`config.mk`:
```
export PLATFORM = sky130hd
export DESIGN_NAME = div_result_formatter
export DESIGN_NICKNAME = d
export VERILOG_FILES = /design/src/rtl/div_fmt_pkg.sv /design/src/rtl/div_result_formatter_dabble_step.sv /design/src/rtl/div_result_formatter.sv
export SDC_FILE = /design/constraint.sdc
export NUM_CORES = 1
export LEC_CHECK = 0
export BUFFER_PORTS_ARGS = -buffer_cell sky130_fd_sc_hd__buf_2
export CORE_MARGIN = 2
export CORE_UTILIZATION = 59
export DETAILED_ROUTE_END_ITERATION = 7
export PLACE_DENSITY = 0.9
export REMOVE_ABC_BUFFERS = 1
export SLEW_MARGIN = 40
export SYNTH_ARGS = -nofsm -noshare
export SYNTH_HDL_FRONTEND = slang
export SYNTH_HIERARCHICAL = 1
export SYNTH_SLANG_ARGS = --single-unit
```
`constraint.sdc`:
```
create_clock -name clk -period 3.2 [get_ports clk]
set_input_delay 0.64 -clock clk [delete_from_list [all_inputs] [get_ports clk]]
set_output_delay 0.64 -clock clk [all_outputs]
set_load 0.005 [all_outputs]
```
`src/rtl/div_fmt_pkg.sv`:
```
// Shared types and constants for the divider result formatter.
// FSM state encoding plus the special digit codes seen by the display driver.
package div_fmt_pkg;

    typedef enum logic [1:0] {
        IDLE = 2'd0,
        CONV = 2'd1,
        DONE = 2'd2
    } fmt_state_t;

    localparam int DIGIT_W = 4;

    localparam logic [DIGIT_W-1:0] ERR_CODE   = 4'hE;
    localparam logic [DIGIT_W-1:0] BLANK_CODE = 4'hF;

endpackage

```
`src/rtl/div_result_formatter_dabble_step.sv`:
```
// One double-dabble step on a two-digit BCD accumulator.
// Adds 3 to any nibble >= 5, then shifts left bringing in bit_in.
module dabble_step
    import div_fmt_pkg::*;
(
    input  logic [3:0] tens,
    input  logic [3:0] ones,
    input  logic       bit_in,
    output logic [3:0] tens_nxt,
    output logic [3:0] ones_nxt
);

    logic [DIGIT_W-1:0] tens_adj;
    logic [DIGIT_W-1:0] ones_adj;

    assign tens_adj = (tens >= 4'd5) ? tens + 4'd3 : tens;
    assign ones_adj = (ones >= 4'd5) ? ones + 4'd3 : ones;

    assign tens_nxt = {tens_adj[2:0], ones_adj[3]};
    assign ones_nxt = {ones_adj[2:0], bit_in};

endmodule

```
`src/rtl/div_result_formatter.sv`:
```
// Registers divider Q/R/err and converts Q and R to BCD, one bit per clock.
// Define DIV_FMT_LEADING_BLANK_EN to blank zero tens digits in the result.
module div_result_formatter #(
    parameter int         DATA_W     = 4,
    parameter logic [3:0] ERR_CODE   = div_fmt_pkg::ERR_CODE,
    parameter logic [3:0] BLANK_CODE = div_fmt_pkg::BLANK_CODE
) (
    input  logic              clk,
    input  logic              rst,
    input  logic              in_valid,
    output logic              in_ready,
    input  logic [DATA_W-1:0] q,
    input  logic [DATA_W-1:0] r,
    input  logic              err,
    output logic              out_valid,
    input  logic              out_ready,
    output logic [3:0]        q_tens,
    output logic [3:0]        q_ones,
    output logic [3:0]        r_tens,
    output logic [3:0]        r_ones,
    output logic              out_err
);

    import div_fmt_pkg::*;

    localparam int CNT_W = $clog2(DATA_W + 1);

    fmt_state_t state;
    fmt_state_t state_nxt;

    logic [CNT_W-1:0]   bit_cnt;
    logic [DATA_W-1:0]  q_sh;
    logic [DATA_W-1:0]  r_sh;
    logic               err_q;
    logic [DIGIT_W-1:0] qt_acc;
    logic [DIGIT_W-1:0] qo_acc;
    logic [DIGIT_W-1:0] rt_acc;
    logic [DIGIT_W-1:0] ro_acc;

    logic [DIGIT_W-1:0] qt_nxt;
    logic [DIGIT_W-1:0] qo_nxt;
    logic [DIGIT_W-1:0] rt_nxt;
    logic [DIGIT_W-1:0] ro_nxt;
    logic [DIGIT_W-1:0] qt_fmt;
    logic [DIGIT_W-1:0] rt_fmt;

    logic accept;
    logic last_step;

    assign accept    = (state == IDLE) && in_valid;
    assign last_step = (bit_cnt == CNT_W'(DATA_W - 1));

    dabble_step u_dabble_q (
        .tens     (qt_acc),
        .ones     (qo_acc),
        .bit_in   (q_sh[DATA_W-1]),
        .tens_nxt (qt_nxt),
        .ones_nxt (qo_nxt)
    );

    dabble_step u_dabble_r (
        .tens     (rt_acc),
        .ones     (ro_acc),
        .bit_in   (r_sh[DATA_W-1]),
        .tens_nxt (rt_nxt),
        .ones_nxt (ro_nxt)
    );

    always_ff @(posedge clk or posedge rst) begin
        if (rst) begin
            state <= IDLE;
        end else begin
            state <= state_nxt;
        end
    end

    always_comb begin
        state_nxt = state;
        unique case (state)
            IDLE: begin
                if (in_valid) begin
                    state_nxt = err ? DONE : CONV;
                end
            end
            CONV: begin
                if (last_step) begin
                    state_nxt = DONE;
                end
            end
            DONE: begin
                if (out_ready) begin
                    state_nxt = IDLE;
                end
            end
            default: state_nxt = IDLE;
        endcase
    end

    always_ff @(posedge clk or posedge rst) begin
        if (rst) begin
            bit_cnt <= '0;
            q_sh    <= '0;
            r_sh    <= '0;
            err_q   <= 1'b0;
            qt_acc  <= '0;
            qo_acc  <= '0;
            rt_acc  <= '0;
            ro_acc  <= '0;
        end else if (accept) begin
            bit_cnt <= '0;
            q_sh    <= q;
            r_sh    <= r;
            err_q   <= err;
            qt_acc  <= '0;
            qo_acc  <= '0;
            rt_acc  <= '0;
            ro_acc  <= '0;
        end else if (state == CONV) begin
            bit_cnt <= last_step ? '0 : bit_cnt + 1'b1;
            q_sh    <= q_sh << 1;
            r_sh    <= r_sh << 1;
            qt_acc  <= qt_nxt;
            qo_acc  <= qo_nxt;
            rt_acc  <= rt_nxt;
            ro_acc  <= ro_nxt;
        end
    end

`ifdef DIV_FMT_LEADING_BLANK_EN
    assign qt_fmt = (qt_acc == '0) ? BLANK_CODE : qt_acc;
    assign rt_fmt = (rt_acc == '0) ? BLANK_CODE : rt_acc;
`else
    assign qt_fmt = qt_acc;
    assign rt_fmt = rt_acc;
`endif

    // Digits are gated to DONE so a partial conversion is never visible.
    always_comb begin
        in_ready  = (state == IDLE);
        out_valid = 1'b0;
        out_err   = 1'b0;
        q_tens    = '0;
        q_ones    = '0;
        r_tens    = '0;
        r_ones    = '0;
        if (state == DONE) begin
            out_valid = 1'b1;
            out_err   = err_q;
            if (err_q) begin
                q_tens = ERR_CODE;
                q_ones = ERR_CODE;
                r_tens = ERR_CODE;
                r_ones = ERR_CODE;
            end else begin
                q_tens = qt_fmt;
                q_ones = qo_acc;
                r_tens = rt_fmt;
                r_ones = ro_acc;
            end
        end
    end

endmodule
```
==> results.cfg, run 1 <==
[synthesis]
synth.distinct_cells = 30
netlist_area_mm2 = 0.00180
yosysSeqAreaShare_pct = 41.6
synth-seq-cells = 30
synth_warnings = 6
syn_inst = 194
postSynthAreaPerCell_um2 = 9.29

[timing]
setup_viol = 0
max_freq_ghz = 0.414
period_share_pct = 75.5
rsz0062_at_grt = no
fin_worst_skew_ps = 8.22
relSlewSlack_pct = 60.5
drv_slew = 0
hold_violations = 0
worstMarginPinSlew_ps = 592
worst_slack_ps = 785
fin_setup_tns_ps = 0
min_period_ps = 2410

[route]
via_per_inst = 5.74
finalWirelength_um = 3630
detail_route.wl_per_cell_um = 14.1
first_pass_iters = 4
vias = 1474
drc = 0
ant_nets = 0
drt_iter0_drc = 57

[power_and_ir_drop]
p_leak_uw = 0.00101
vdd_ir_drop_max_v = 0.000444
p_sw_uw = 763
internal-power_uw = 1000
pwr-share-seq_pct = 40.7
power_frac_comb_pct = 45.7
switching_share_pct = 43.2
power_density_mw_per_mm2 = 888
clockPowerShare_pct = 13.6

[finish]
num_antenna_cells = 0
nNetsFinal = 245
areaGrowthSynthToFinish_pct = 10.2
layout-drive-gt1-share_pct = 26.3

[placement]
dp_hpwl_um = 2450
place.gp.congestion = 0.796
pre_cts_slack_ps = 1170
io_buffers = 31

[global_route]
grt_pass1_wl_um = 6050
grt.total_usage_pct = 23.6
grt_pass1_vias = 1347
antenna_found_initial = 0
grt_max_degree = 31
grt_remaining_overflow = 0

[worst_hold_path]
min_path_type = input pin to async pin

[clocking]
clk_pin_slew_ps = 100
hold_buffers = 0
insertion_delay_ps = 340
cts_max_path_buffers = 2
cts_post_setup_buffers_inserted = 0
cts-htree-levels = 2
clock-sinks = 30
numCtsBuffers = 5
cts_tree = yes
cts-root-buf = clkbuf_4
cts_resized = 0

[worst_setup_path]
critical_path.max_stage_delay_ps = 530
crit_required_ps = 2560
cp-end-kind = output port
slowest_stage = dfrtp_1
path_cells = inv_2 > nand2_2 > nor3b_1 > buf_2
path_max_fanout = 18
path_class = flop to output port
startpoint_type = flop
critPathArrivalTime_ps = 1770

[die]
dieArea_mm2 = 0.00351
fp.coreArea_mm2 = 0.00298
die_h_um = 59.3
initial_core_util_pct = 60.5
die_width_um = 59.3
io_pins = 32
num_rows = 20

[job]
max_cap_violations = 0

[outcome]
outcome = complete, no violations
==> placed cells by master (no fill, tap or decap), types with 2 or more instances in the layout <==
cell type,count
buf_2,31
inv_1,12
o21a_1,2
nor3b_1,5
a22o_2,9
o21ai_1,2
a22o_1,8
nor2_1,32
a21oi_1,5
nor2b_1,4
dfrtp_1,30
nand2b_2,2
a21oi_2,4
buf_4,2
mux2i_1,5
ha_1,9
nand2b_1,6
xnor2_1,4
o22ai_1,10
clkbuf_4,5
nand2_1,19
o21ai_0,7
==> metrics by stage <==
step	total power, uW	area [um^2]	cells	utilization [%]	hold slack (ps)
finish	1760	1990	257	66.7	363
global route	1920	1990	257	66.7	384
CTS	1770	1990	257	66.7	368
detailed placement	1530	1930	249	64.7	488
global placement	1480	1930	249	64.7	474
floorplan	1290	1720	183	-	458
==> cell families (layout without fill, tap and decap cells) <==
family	count (synthesis)	count (layout)	share of synthesized area [%]
XOR/XNOR	4	4	1.94
buffers and inverters	24	54	7.56
flip-flops	30	30	41.6
adder cells (fa/ha/maj)	9	9	6.25
multiplexers	5	5	2.78
AND/OR/NAND/NOR	71	71	18.1
AO/OA/AOI/OAI	51	51	21.7
==> metal layers <==
layer	up-vias	wire length (um)	GRT usage, %
met5	-	0	0
met2	45	1790	39.4
met3	4	186	6.77
met4	0	48	8.77
met1	695	1610	28.9
li1	730	-	-
==> registers in the layout (all words and copies together), names as in the netlist, 2 cells and up <==
register	cells
rt_acc	4
bit_cnt	3
ro_acc	4
r_sh	4
qo_acc	4
q_sh	4
qt_acc	4
state	2
==> worst paths after layout <==
check / startpoint / end / slack, ps / cells past startpoint
min: rst / rt_acc[3] / 360 / 3
max reg2reg: qo_acc[1] / qo_acc[1] / 1690 / 6
min reg2reg: bit_cnt[2] / bit_cnt[2] / 500 / 1
max in group asynchronous: rst / qo_acc[2] / 2550 / 3
min in group clk: bit_cnt[2] / bit_cnt[2] / 500 / 1
max: state[0] / q_ones[0] / 790 / 4
==> cell type report <==
| class | instances | area (um^2) |
|---|---|---|
| repair buffers | 33 | 170 |
| inverters | 13 | 48.8 |
| clock buffers | 7 | 55.1 |
| well taps | 33 | 41.3 |
| clock inverters | 1 | 5.00 |
| multi-input cells | 140 | 916 |
| flip-flops and latches | 30 | 751 |
| fillers | 242 | 991 |
==> synth_stat cells, drive strengths merged <==
cell type	n	area, um^2
a21oi	9	60.1
a221oi	1	15.0
a22o	17	160
and3	1	6.26
buf	11	87.6
dfrtp	30	751
ha	9	113
inv	13	48.8
mux2i	5	50.1
nand2	20	77.6
nand2b	8	55.1
nand3	1	5.00
nor2	32	120
nor2b	4	25.0
nor3b	5	37.5
o211ai	1	7.51
o21a	2	15.0
o21ai	9	45.0
o21bai	1	18.8
o22ai	10	62.6
o31ai	1	7.51
xnor2	4	35.0
==> worst max-delay path: cells and delay by family (launching register included) <==
| kind | cells | cell delay (ps) |
|---|---|---|
| buffers and inverters | 2 | 370 |
| DFF | 1 | 530 |
| and+or+nand+nor | 2 | 530 |
==> power groups by stage <==
stage	clock network, uW	registers, uW	logic [uW]
2_1_floorplan	0	665	622
3_3_place_gp	0	711	766
3_5_place_dp	0	721	805
4_1_cts	248	714	809
5_1_grt	262	745	909
6_report	240	717	806
Power figures use the tool's default switching activity.
==> run 2: changes to the inputs <==
Settings changed: CORE_UTILIZATION 59 to 55, PLACE_DENSITY 0.9 to 0.85.
Clock period 3.2 ns to 2.5 ns, I/O delays scaled along.
==> run 2 against run 1 <==
Compared with the run above:
- global-route usage is 2.9 points lower
- count of clock-buffer cells in the layout stayed put
- critical path depth stayed put
- via count is 0.20% higher
- register-to-register slack worse by 810 ps
- setup slack worse by 530 ps
- first-iteration DRC count is 25% higher
==> results.cfg, run 2 (same netlist as run 1, synthesis figures left out) <==
[power_and_ir_drop]
p_total_uw = 2220
p_leak_uw = 0.00101
vdd_ir_drop_max_v = 0.000558
power_density_mw_per_mm2 = 1110

[finish]
layout_common_cells = nor2_1, buf_2, dfrtp_1
areaGrowthSynthToFinish_pct = 11.0
final_common_cell = nor2_1
fill_cells = 272
layout-drive-gt1-share_pct = 26.3
num_antenna_cells = 0
nNetsFinal = 245

[route]
finalWirelength_um = 3430
first_pass_iters = 4
via_per_inst = 5.51
drc = 0
ant_nets = 0
drt_iter0_drc = 71
vias = 1477
detail_route.wl_per_cell_um = 12.8

[placement]
place.gp.congestion = 0.841
dp_hpwl_um = 2410
io_buffers = 31

[timing]
rsz0062_at_grt = no
drv_slew = 0
hold_violations = 0
fin_worst_skew_ps = 8.68
worstMarginPinSlew_ps = 572
fin_setup_tns_ps = 0
setup_viol = 0
period_share_pct = 89.8
min_period_ps = 2240
max_freq_ghz = 0.446
relSlewSlack_pct = 61.9

[worst_setup_path]
path_max_fanout = 18
path_cells = inv_2 > nand2_2 > nor3b_1 > buf_2
cp-end-kind = output port
slowest_stage = dfrtp_1
path_class = flop to output port
critical_path.max_stage_delay_ps = 530
crit_required_ps = 2000
critPathArrivalTime_ps = 1740
critPathTopFamily = flip-flops
startpoint_type = flop
crit_buf_inv = 2

[global_route]
grt_pass1_vias = 1257
grt_remaining_overflow = 0
antenna_found_initial = 0
grt.total_usage_pct = 20.8
grt_max_degree = 31
grt_pass1_wl_um = 5550

[clocking]
numCtsBuffers = 5
clk_pin_slew_ps = 90
insertion_delay_ps = 330
cts_max_path_buffers = 2
cts_post_setup_buffers_inserted = 0
hold_buffers = 0
cts_resized = 0
clock-sinks = 30
cts_tree = yes
cts-htree-levels = 2
cts-root-buf = clkbuf_4

[worst_hold_path]
min_path_type = input pin to async pin

[die]
dieArea_mm2 = 0.00375
fp.coreArea_mm2 = 0.00308
die_width_um = 61.3
die_h_um = 61.3
io_pins = 32
num_rows = 20
initial_core_util_pct = 58.6

[job]
max_cap_violations = 0

[outcome]
outcome = complete, no violations
## run 2: cell counts in the layout (fill, tap and decap cells not counted)
No cell type changed its count.
## run 2: layout make-up
cell class                 instances  area (um^2)  share of cell area [%]
multi-input combinational        140          916                    45.8
tap                               44         55.1                    2.75
sequential                        30          751                    37.5
inverter                          13         48.8                    2.44
timing repair buffer              33          170                    8.51
clock inverter                     1         5.00                   0.250
clock buffer                       7         55.1                    2.75
## run 2: worst register-to-register path, cell delays in order (launching register included)
cell and delay, ps:
dfrtp_1 600, nor2b_1 510, buf_4 290, a22o_1 160
## run 2: power breakdown
| part | switching, uW | internal [uW] | leakage (uW) | total (uW) |
|---|---|---|---|---|
| clock | 159 | 136 | 0.0000353 | 295 |
| sequential | 253 | 660 | 0.000388 | 913 |
| combinational | 532 | 483 | 0.000589 | 1010 |
## run 2: path summary, 6_finish.rpt
| check | start | end | slack [ps] | cells past startpoint |
|---|---|---|---|---|
| setup / recovery | state[0] | q_tens[0] | 260 | 4 |
| hold / removal | rst | qt_acc[1] | 220 | 3 |
| setup reg to reg | state[0] | qt_acc[2] | 880 | 3 |
| hold reg to reg | bit_cnt[0] | bit_cnt[0] | 500 | 1 |
| max in group asynchronous | rst | qo_acc[0] | 2000 | 3 |
| min in group clk | out_ready | state[1] | 380 | 2 |
## run 2: per-stage QoR
step	hold WS (ps)	utilization, %	cell area, um^2	setup slack [ps]	std cells
6_report	224	65.0	2000	256	268
5_1_grt	255	65.0	2000	96.6	268
4_1_cts	223	65.0	2000	214	268
3_5_place_dp	488	63.0	1940	597	260
3_3_place_gp	476	63.0	1940	684	260
2_1_floorplan	458	-	1720	917	183
## run 2: layer usage
metal | vias up | GRT usage (%) | wire, um
li1 | 725 | - | -
met1 | 698 | 26.7 | 1610
met2 | 52 | 32.8 | 1600
met3 | 2 | 6.30 | 211
met4 | 0 | 8.39 | 14
met5 | - | 0 | 0
